==> src/rtl/lcd_pkg.sv <==
// ============================================================================
// Module   : lcd_pkg
// Brief    : Shared state encoding and command decode for the LCD engine.
// Revision : 1.0 - initial release
// ============================================================================
`default_nettype none

package lcd_pkg;

  typedef enum logic [2:0] {
    ST_IDLE  = 3'd0,
    ST_SETUP = 3'd1,
    ST_PULSE = 3'd2,
    ST_HOLD  = 3'd3,
    ST_DONE  = 3'd4
  } lcd_state_t;

  localparam logic [7:0] LCD_CMD_CLEAR     = 8'h01;
  localparam logic [7:0] LCD_CMD_HOME_MASK = 8'hFE;
  localparam logic [7:0] LCD_CMD_HOME      = 8'h02;

  localparam int RS_BIT  = 0;
  localparam int RAW_BIT = 1;

  // Clear and home need the long settle time on the controller.
  function automatic logic is_long_cmd(input logic [7:0] i_byte);
    return (i_byte == LCD_CMD_CLEAR) ||
           ((i_byte & LCD_CMD_HOME_MASK) == LCD_CMD_HOME);
  endfunction

endpackage

`default_nettype wire

==> src/rtl/lcd_timer.sv <==
// ============================================================================
// Module   : lcd_timer
// Brief    : Loadable down-counter; expired flags the last cycle of a phase.
// Revision : 1.0 - initial release
// ============================================================================
`default_nettype none

module lcd_timer #(
  parameter int CNT_W = 32
) (
  input  logic             clk,
  input  logic             rst,
  input  logic             i_ce,
  input  logic             i_load,
  input  logic [CNT_W-1:0] i_value,
  output logic             o_expired
);

  logic [CNT_W-1:0] r_count;

  always_ff @(posedge clk) begin
    if (rst) begin
      r_count <= '0;
    end else if (i_ce) begin
      if (i_load) begin
        r_count <= i_value;
      end else if (r_count != '0) begin
        r_count <= r_count - 1'b1;
      end
    end
  end

  // A load of N yields exactly N cycles before the phase ends.
  assign o_expired = (r_count == CNT_W'(1));

endmodule

`default_nettype wire

==> src/rtl/lcd_cmd_engine.sv <==
// ============================================================================
// Module   : lcd_cmd_engine
// Brief    : HD44780 command/data writer behind a custom-instruction slot.
// Revision : 1.0 - initial release
// ============================================================================
`default_nettype none

module lcd_cmd_engine
  import lcd_pkg::*;
#(
  parameter int BUS_WIDTH        = 8,
  parameter int SETUP_CYCLES     = 2000,
  parameter int EN_HIGH_CYCLES   = 100000,
  parameter int HOLD_CYCLES      = 100000,
  parameter int LONG_HOLD_CYCLES = 200000,
  parameter int CNT_W            = 32
) (
  input  logic        clk,
  input  logic        reset,
  input  logic        clk_en,
  input  logic        start,
  input  logic [31:0] dataA,
  input  logic [31:0] dataB,
  output logic [31:0] result,
  output logic        done,
  output logic        read_write,
  output logic        register_select,
  output logic        enable_op,
  output logic [7:0]  data_out
);

  localparam logic             c_bus4  = (BUS_WIDTH == 4);
  localparam logic [CNT_W-1:0] c_setup = CNT_W'(SETUP_CYCLES);
  localparam logic [CNT_W-1:0] c_enh   = CNT_W'(EN_HIGH_CYCLES);
  localparam logic [CNT_W-1:0] c_hold  = CNT_W'(HOLD_CYCLES);
  localparam logic [CNT_W-1:0] c_lhold = CNT_W'(LONG_HOLD_CYCLES);

  lcd_state_t       r_state, w_state_n;
  logic             r_rs, w_rs_n;
  logic             r_raw, w_raw_n;
  logic             r_second, w_second_n;
  logic [7:0]       r_byte, w_byte_n;
  logic             r_rsel, w_rsel_n;
  logic             r_en, w_en_n;
  logic [7:0]       r_data, w_data_n;
  logic             r_done, w_done_n;
  logic [31:0]      r_result, w_result_n;
  logic             w_load;
  logic [CNT_W-1:0] w_load_val;
  logic             w_expired;
  logic             w_last;
  logic             w_unused_bits;

  assign w_unused_bits = ^{dataA[31:2], dataB[31:8]};

  lcd_timer #(.CNT_W(CNT_W)) u_timer (
    .clk      (clk),
    .rst      (reset),
    .i_ce     (clk_en),
    .i_load   (w_load),
    .i_value  (w_load_val),
    .o_expired(w_expired)
  );

  assign w_last = !c_bus4 || r_raw || r_second;

  always_comb begin
    w_state_n  = r_state;
    w_rs_n     = r_rs;
    w_raw_n    = r_raw;
    w_second_n = r_second;
    w_byte_n   = r_byte;
    w_rsel_n   = r_rsel;
    w_en_n     = r_en;
    w_data_n   = r_data;
    w_done_n   = 1'b0;
    w_result_n = r_result;
    w_load     = 1'b0;
    w_load_val = c_setup;
    case (r_state)
      ST_IDLE: begin
        // The done-pulse cycle is still the completion cycle: no new start.
        if (start && !r_done) begin
          w_rs_n     = dataA[RS_BIT];
          w_raw_n    = c_bus4 && dataA[RAW_BIT];
          w_second_n = 1'b0;
          w_byte_n   = dataB[7:0];
          w_rsel_n   = dataA[RS_BIT];
          w_data_n   = c_bus4 ? {dataB[7:4], 4'b0000} : dataB[7:0];
          w_load     = 1'b1;
          w_load_val = c_setup;
          w_state_n  = ST_SETUP;
        end
      end
      ST_SETUP: begin
        if (w_expired) begin
          w_en_n     = 1'b1;
          w_load     = 1'b1;
          w_load_val = c_enh;
          w_state_n  = ST_PULSE;
        end
      end
      ST_PULSE: begin
        if (w_expired) begin
          w_en_n     = 1'b0;
          w_load     = 1'b1;
          w_load_val = (w_last && !r_rs && is_long_cmd(r_byte)) ? c_lhold : c_hold;
          w_state_n  = ST_HOLD;
        end
      end
      ST_HOLD: begin
        if (w_expired) begin
          if (!w_last) begin
            w_second_n = 1'b1;
            w_data_n   = {r_byte[3:0], 4'b0000};
            w_load     = 1'b1;
            w_load_val = c_setup;
            w_state_n  = ST_SETUP;
          end else begin
            w_state_n = ST_DONE;
          end
        end
      end
      ST_DONE: begin
        w_done_n   = 1'b1;
        w_result_n = r_result + 32'd1;
        w_state_n  = ST_IDLE;
      end
      default: w_state_n = ST_IDLE;
    endcase
  end

  always_ff @(posedge clk) begin
    if (reset) begin
      r_state  <= ST_IDLE;
      r_rs     <= 1'b0;
      r_raw    <= 1'b0;
      r_second <= 1'b0;
      r_byte   <= 8'h00;
      r_rsel   <= 1'b0;
      r_en     <= 1'b0;
      r_data   <= 8'h00;
      r_done   <= 1'b0;
      r_result <= 32'd0;
    end else if (clk_en) begin
      r_state  <= w_state_n;
      r_rs     <= w_rs_n;
      r_raw    <= w_raw_n;
      r_second <= w_second_n;
      r_byte   <= w_byte_n;
      r_rsel   <= w_rsel_n;
      r_en     <= w_en_n;
      r_data   <= w_data_n;
      r_done   <= w_done_n;
      r_result <= w_result_n;
    end
  end

  assign result          = r_result;
  assign done            = r_done;
  assign read_write      = 1'b0;
  assign register_select = r_rsel;
  assign enable_op       = r_en;
  assign data_out        = r_data;

endmodule

`default_nettype wire

==> config.mk <==
export PLATFORM = sky130hd
export DESIGN_NAME = lcd_cmd_engine
export DESIGN_NICKNAME = d
export VERILOG_FILES = /design/src/rtl/lcd_pkg.sv /design/src/rtl/lcd_timer.sv /design/src/rtl/lcd_cmd_engine.sv
export SDC_FILE = /design/constraint.sdc
export NUM_CORES = 1
export LEC_CHECK = 0
export ABC_AREA = 1
export CAP_MARGIN = 20
export CORE_ASPECT_RATIO = 0.7
export CORE_UTILIZATION = 35
export DETAILED_ROUTE_END_ITERATION = 8
export PLACE_DENSITY_LB_ADDON = 0.2
export SKIP_LAST_GASP = 1
export SYNTH_ARGS = -nofsm -noshare
export SYNTH_HDL_FRONTEND = slang
export SYNTH_SLANG_ARGS = --single-unit
==> constraint.sdc <==
create_clock -name clk -period 3.45 [get_ports clk]
set_clock_uncertainty 0.2 [all_clocks]
set_input_delay 0.69 -clock clk [delete_from_list [all_inputs] [get_ports clk]]
set_output_delay 0.69 -clock clk [all_outputs]
set_load 0.03 [all_outputs]
==> load_flow_metrics.sql, run 1 <==
INSERT INTO impl_metrics (metric_group, metric, value, unit) VALUES
('global_routing', 'grt_max_degree', '63', ''),
('route', 'via_count', '4890', ''),
('yosys', 'synth-seq-cells', '78', ''),
('place', 'place.gp.congestion', '0.832', ''),
('yosys', 'synth_async_sr_flop_share', '0', ''),
('yosys', 'synth_enable_flop_cells', '0', ''),
('final_layout', 'drive_above_1_share', '0.0572', ''),
('floorplanning', 'effective_utilization_at_floorplan', '0.364', ''),
('critical_path', 'critical_path_arrival', '2510', 'ps'),
('sta', 'fin_tns_setup', '0', 'ps'),
('final_layout', 'layout.area.seq', '0.00156', 'mm^2'),
('critical_path', 'timing.critical_path.required', '3470', 'ps'),
('yosys', 'yosys-top-cells-area', 'sky130_fd_sc_hd__dfxtp_1, sky130_fd_sc_hd__nand2_1, sky130_fd_sc_hd__nor2_1', ''),
('final_layout', 'finish.net_count', '924', ''),
('yosys', 'yosysMostFrequentCell', 'sky130_fd_sc_hd__nand2_1', ''),
('hold_path', 'timing.hold.worst_path_depth', '2', ''),
('cts', 'cts-root-buf', 'sky130_fd_sc_hd__clkbuf_16', ''),
('cts', 'cts_tree', 'done', ''),
('floorplanning', 'die_width', '143', 'um'),
('critical_path', 'worstPathMaxFanout', '12', ''),
('yosys', 'avgSynthCellArea', '6.05', 'um^2'),
('global_routing', 'antenna_found_initial', '0', ''),
('route', 'dr.pass1.iters', '5', ''),
('route', 'detail_route.iter0.violations', '317', ''),
('sta', 'timing_hold_violations_final', '0', ''),
('floorplanning', 'floorplan.io_pins', '112', ''),
('cts', 'postCtsSetupBuffers', '0', ''),
('place', 'place_worst_setup_slack', '622', 'ps'),
('hold_path', 'worstHoldPathType', 'reg -> reg', ''),
('yosys', 'nets_in_the_synthesized_netlist', '873', ''),
('sta', 'period_needed', '2490', 'ps'),
('sta', 'finalCritPeriodShare', '0.722', ''),
('final_layout', 'finish.instance_area', '0.00586', 'mm^2'),
('route', 'totalWireLength', '13.0', 'mm'),
('sta', 'hold-worst-slack', '272', 'ps'),
('yosys', 'ys_top_cells_by_count', 'sky130_fd_sc_hd__nand2_1, sky130_fd_sc_hd__nor2_1, sky130_fd_sc_hd__inv_1', ''),
('global_routing', 'grt_remaining_overflow', '0', ''),
('cts', 'tritoncts_num_sinks', '78', ''),
('sta', 'max_freq', '402', 'MHz'),
('cts', 'clock_path_buffers', '2', ''),
('cts', 'cts.clk_slew.worst_paths', '70', 'ps'),
('power', 'power.leakage', '0.00252', 'uW'),
('cts', 'cts_hold_buf', '0', ''),
('place', 'place.port_buffers', '55', ''),
('cts', 'clkLatencyLatePin', '340', 'ps'),
('place', 'place_area', '0.00554', 'mm^2'),
('yosys', 'post_synth_num_cell_types', '39', ''),
('route', 'ant_nets', '0', ''),
('yosys', 'synth.top_cell.area_share', '0.322', ''),
('sta', 'rsz0062_at_grt', 'false', ''),
('critical_path', 'worstSetupEndpointType', 'flop', ''),
('global_routing', 'grt_pass1_vias', '4338', ''),
('power', 'power_per_cell_area', '472', 'mW/mm^2'),
('power', 'vdd_ir_drop_max', '0.000236', 'V'),
('critical_path', 'reg2reg_depth', '10', ''),
('final_layout', 'fill_cells', '1439', ''),
('floorplanning', 'placementRows', '35', ''),
('route', 'average_wire_per_cell_in_the_routed_design', '12.5', 'um'),
('floorplanning', 'dieArea', '0.0143', 'mm^2'),
('place', 'detailedPlacementHpwl', '9.41', 'mm'),
('run', 'drv.max_cap_violation_count', '0', ''),
('place', 'place_inst', '1026', ''),
('yosys', 'synthFlopType', 'sky130_fd_sc_hd__dfxtp_1', ''),
('route', 'drt_drc_violations_left', '0', ''),
('yosys', 'yosysTopAreaCell', 'sky130_fd_sc_hd__dfxtp_1', ''),
('route', 'detail_route.vias_per_cell', '4.69', ''),
('cts', 'postCtsResizedCells', '0', ''),
('final_layout', 'area_delta_synth_final', '21.0', '%'),
('cts', 'cts_made_buffers', '9', ''),
('sta', 'timing.slew.headroom', '0.547', ''),
('status', 'status', 'complete, no violations', '');
-- kinds of logic (layout without fill, tap and decap cells) --
family,Yosys count,in the layout,synth area share
buf+inv,120,176,0.107
xor+xnor,16,16,0.0289
flops,78,78,0.322
simple gates,502,502,0.441
fa+ha+maj,4,4,0.0103
compound gates,80,80,0.0894
other cells,1,1,0.000774
-- metrics by stage --
step | total power [uW] | util
after floorplan | 1580 | -
after global placement | 1750 | 0.416
after detailed placement | 1750 | 0.416
after CTS | 2780 | 0.440
after global routing | 2940 | 0.440
final | 2760 | 0.440
-- critical path: stages --
cell and delay (ps):
sky130_fd_sc_hd__clkdlybuf4s50_1 470, sky130_fd_sc_hd__nand2_1 80, sky130_fd_sc_hd__nor3_2 310, sky130_fd_sc_hd__inv_2 190, sky130_fd_sc_hd__nor2_2 260, sky130_fd_sc_hd__inv_1 230, sky130_fd_sc_hd__o21ai_0 210, sky130_fd_sc_hd__a21oi_1 50
-- path summary, 6_finish.rpt --
kind,startpoint,end,slack (ps)
hold / removal,data_out[0],data_out[0],270
setup / recovery,start,data_out[0],960
hold reg to reg,data_out[0],data_out[0],270
setup reg to reg,u_timer.r_count[0],u_timer.r_count[28],980
-- state kept, by name (all words and copies together), names as in the netlist --
register         count
enable_op            1
r_state              3
u_timer.r_count     32
done                 1
register_select      1
result              32
data_out             8
-- layout make-up --
cell class,count,area share
well taps,185,0.0395
clock inverters,5,0.0113
flip-flops and latches,78,0.266
multi-input cells,603,0.472
clock buffers,11,0.0431
repair buffers,62,0.105
inverters,98,0.0628
-- metal layers --
layer | vias up | track usage | share of wire
met3 | 7 | 0.0358 | 0.060
met4 | 0 | 0.0422 | 0.0055
met1 | 2133 | 0.307 | 0.57
li1 | 2619 | - | -
met5 | - | 0 | 0
met2 | 131 | 0.256 | 0.37
-- placed cells by master, fill, tap and decap left out, types with 4 or more instances in the layout --
master and instances:
sky130_fd_sc_hd__nand2_1 203, sky130_fd_sc_hd__nor2_1 181, sky130_fd_sc_hd__inv_1 95, sky130_fd_sc_hd__dfxtp_1 78, sky130_fd_sc_hd__nand3_1 65, sky130_fd_sc_hd__clkdlybuf4s50_1 55
sky130_fd_sc_hd__o21ai_0 33, sky130_fd_sc_hd__a21oi_1 30, sky130_fd_sc_hd__xor2_1 14, sky130_fd_sc_hd__nor3_1 13, sky130_fd_sc_hd__nand4_1 12, sky130_fd_sc_hd__clkbuf_16 9
sky130_fd_sc_hd__nor2_2 8, sky130_fd_sc_hd__buf_4 6, sky130_fd_sc_hd__o21ai_1 5, sky130_fd_sc_hd__nand2_2 4, sky130_fd_sc_hd__ha_1 4
-- power breakdown --
group          leakage, uW  total [uW]  internal, uW  switching (uW)
Combinational      0.00173         718           248             470
Sequential        0.000636        1020           962            61.1
Clock             0.000154        1020           608             415
Total              0.00252        2760          1820             946
Note: power is estimated with default switching activity, not from simulation.
==> run 2: changes to the inputs <==
Clock period 3.45 ns to 2.16 ns, I/O delays scaled along.
==> run 2 against run 1 <==
  * Combinational power grew 80%
  * Core utilization rose by 3.6 points
  * Sequential share of layout area decreased by 2.0 points
  * Cell area is 8.1% higher
  * Sequential power is 61% higher
  * Clock-buffer cell count shrank 1
  * Largest power group is now the clock network
  * Clock power is 75% higher
  * Critical endpoint is now result[27]
==> load_flow_metrics.sql, run 2 (synthesized netlist as in run 1, its figures left out) <==
INSERT INTO impl_metrics (metric_group, metric, value, unit) VALUES
('route', 'dr.pass1.iters', '5', ''),
('cts', 'cts_hold_buf', '0', ''),
('final_layout', 'final_cells', '1084', ''),
('route', 'ant_nets', '0', ''),
('sta', 'max_freq', '474', 'MHz'),
('sta', 'period_needed', '2110', 'ps'),
('place', 'place_area', '0.00587', 'mm^2'),
('place', 'place_inst', '1065', ''),
('cts', 'cts_htree_levels', '3', ''),
('cts', 'cts_made_buffers', '9', ''),
('final_layout', 'mostFrequentLayoutCells', 'sky130_fd_sc_hd__nand2_1, sky130_fd_sc_hd__nor2_1, sky130_fd_sc_hd__inv_1', ''),
('run', 'drv.max_cap_violation_count', '0', ''),
('critical_path', 'path_cells', 'clkdlybuf4s50_1', ''),
('power', 'pwr-share-clk', '0.380', ''),
('final_layout', 'finish.net_count', '966', ''),
('global_routing', 'grt.busiest_layer', 'met1', ''),
('route', 'drt_drc_violations_left', '0', ''),
('global_routing', 'grt_max_degree', '63', ''),
('route', 'via_count', '5110', ''),
('final_layout', 'final_core_util', '0.476', ''),
('floorplanning', 'dieArea', '0.0143', 'mm^2'),
('critical_path', 'worstSetupEndpointType', 'output port', ''),
('place', 'detailedPlacementHpwl', '9.90', 'mm'),
('final_layout', 'most_common_library_cell_in_the_layout_ignoring_fill_and_taps', 'sky130_fd_sc_hd__nand2_1', ''),
('critical_path', 'path_class', 'reg -> out', ''),
('floorplanning', 'placementRows', '35', ''),
('hold_path', 'worstHoldPathType', 'reg -> reg', ''),
('cts', 'tritoncts_num_sinks', '78', ''),
('sta', 'finalCritPeriodShare', '0.976', ''),
('power', 'internal_power', '3170', 'uW'),
('final_layout', 'finish.instance_area', '0.00633', 'mm^2'),
('cts', 'clkLatencyLatePin', '350', 'ps'),
('cts', 'cts_tree', 'done', ''),
('place', 'place.gp.congestion', '0.869', ''),
('global_routing', 'met3_usage', '0.0496', ''),
('critical_path', 'critical_path.top_delay_family', 'buffers and inverters', ''),
('route', 'totalWireLength', '13.7', 'mm'),
('cts', 'cts.clk_slew.worst_paths', '60', 'ps'),
('final_layout', 'drive_above_1_share', '0.119', ''),
('route', 'detail_route.vias_per_cell', '4.71', ''),
('global_routing', 'grt_pass1_vias', '4613', ''),
('power', 'power_per_cell_area', '745', 'mW/mm^2'),
('route', 'average_wire_per_cell_in_the_routed_design', '12.6', 'um'),
('critical_path', 'slowest_delay', '710', 'ps'),
('power', 'power_switching_share', '0.329', ''),
('global_routing', 'grt_remaining_overflow', '0', ''),
('final_layout', 'area_delta_synth_final', '30.8', '%'),
('floorplanning', 'die_width', '143', 'um'),
('power', 'power.leakage', '0.00297', 'uW'),
('floorplanning', 'die_y', '100', 'um'),
('global_routing', 'antenna_found_initial', '0', ''),
('power', 'relative_contribution_of_combinational_cells_to_total_power', '0.273', ''),
('final_layout', 'num_antenna_cells', '0', ''),
('global_routing', 'first_pass_grt_wire_length', '22.8', 'mm'),
('final_layout', 'layout.area.seq', '0.00156', 'mm^2'),
('critical_path', 'worstSetupStartpointType', 'flop', ''),
('power', 'switchingPower', '1550', 'uW'),
('floorplanning', 'effective_utilization_at_floorplan', '0.364', ''),
('final_layout', 'fill_cells', '1417', ''),
('global_routing', 'groute.layer.met2.usage', '0.285', ''),
('global_routing', 'global_route.usage.met1', '0.306', ''),
('critical_path', 'timing.reg2reg.setup_slack', '120', 'ps'),
('critical_path', 'critical_path.slowest_cell', 'sky130_fd_sc_hd__clkdlybuf4s50_1', ''),
('sta', 'timing_hold_violations_final', '0', ''),
('cts', 'clock_path_buffers', '2', ''),
('power', 'seq_power_share', '0.347', ''),
('critical_path', 'critical_path_buf_inv_count', '1', ''),
('critical_path', 'worstPathMaxFanout', '6', ''),
('route', 'detail_route.iter0.violations', '438', ''),
('sta', 'setup-violations-final', '0', ''),
('sta', 'fin_tns_setup', '0', 'ps'),
('floorplanning', 'floorplan.io_pins', '112', ''),
('floorplanning', 'fp.coreArea', '0.0133', 'mm^2'),
('power', 'vdd_ir_drop_max', '0.000413', 'V'),
('final_layout', 'multi_input_comb_area', '0.00283', 'mm^2'),
('place', 'place.port_buffers', '55', ''),
('critical_path', 'critical_path_arrival', '1480', 'ps'),
('sta', 'maxSlewViolCount', '0', ''),
('global_routing', 'globalRouteTotalUtil', '0.203', ''),
('cts', 'cts-root-buf', 'sky130_fd_sc_hd__clkbuf_16', ''),
('critical_path', 'timing.critical_path.required', '1530', 'ps'),
('status', 'status', 'complete, no violations', '');
==> run 2: changes by cell type in the layout (fill, tap and decap cells not counted), sizes merged <==
cell / change
buf: +42
clkdlybuf4s50: -11
dlygate4sd2: +1
clkinvlp: -1
inv: +1
dlymetal6s2s: +10
clkinv: -1
clkbuf: -1
bufinv: +2
==> run 2: per-layer routing <==
layer  part of all wire  up-vias
met3              0.063        7
met2               0.38      136
met5                  0        -
li1                   -     2701
met4             0.0070        0
met1               0.55     2266
==> run 2: layout make-up <==
cell class	count	share of cell area
tap	185	0.0365
timing repair buffer	104	0.157
clock inverter	6	0.0184
sequential	78	0.247
multi-input combinational	603	0.447
clock buffer	10	0.0362
inverter	98	0.0581
==> run 2: repair_timing <==
item | in CTS | in global routing
endpoints found under the setup margin | 21 | 43
resized for setup | 3 | 31
buffers inserted | 0 | 3
pin swaps | 0 | 4
==> run 2: power groups by stage <==
stage	clock, uW	sequential, uW	combinational, uW
global placement	0	1660	1240
finish	1790	1640	1290
CTS	1820	1630	1250
detailed placement	0	1660	1240
global route	1900	1650	1450
floorplan	0	1700	820
==> run 2: metrics by stage <==
stage	total power, uW	worst slack (ps)	hold WS (ps)
after detailed placement	2900	-105	259
after global routing	5000	-18.7	291
final	4720	51.4	267
after CTS	4700	11.8	269
after global placement	2890	-86.2	264
after floorplan	2520	145	279
==> run 2: path summary, 6_finish.rpt <==
| path | from | end | cells after the start |
|---|---|---|---|
| max | result[27] | result[27] | 1 |
| max reg2reg | u_timer.r_count[19] | u_timer.r_count[15] | 12 |
| min | register_select | register_select | 2 |
| min reg2reg | register_select | register_select | 2 |
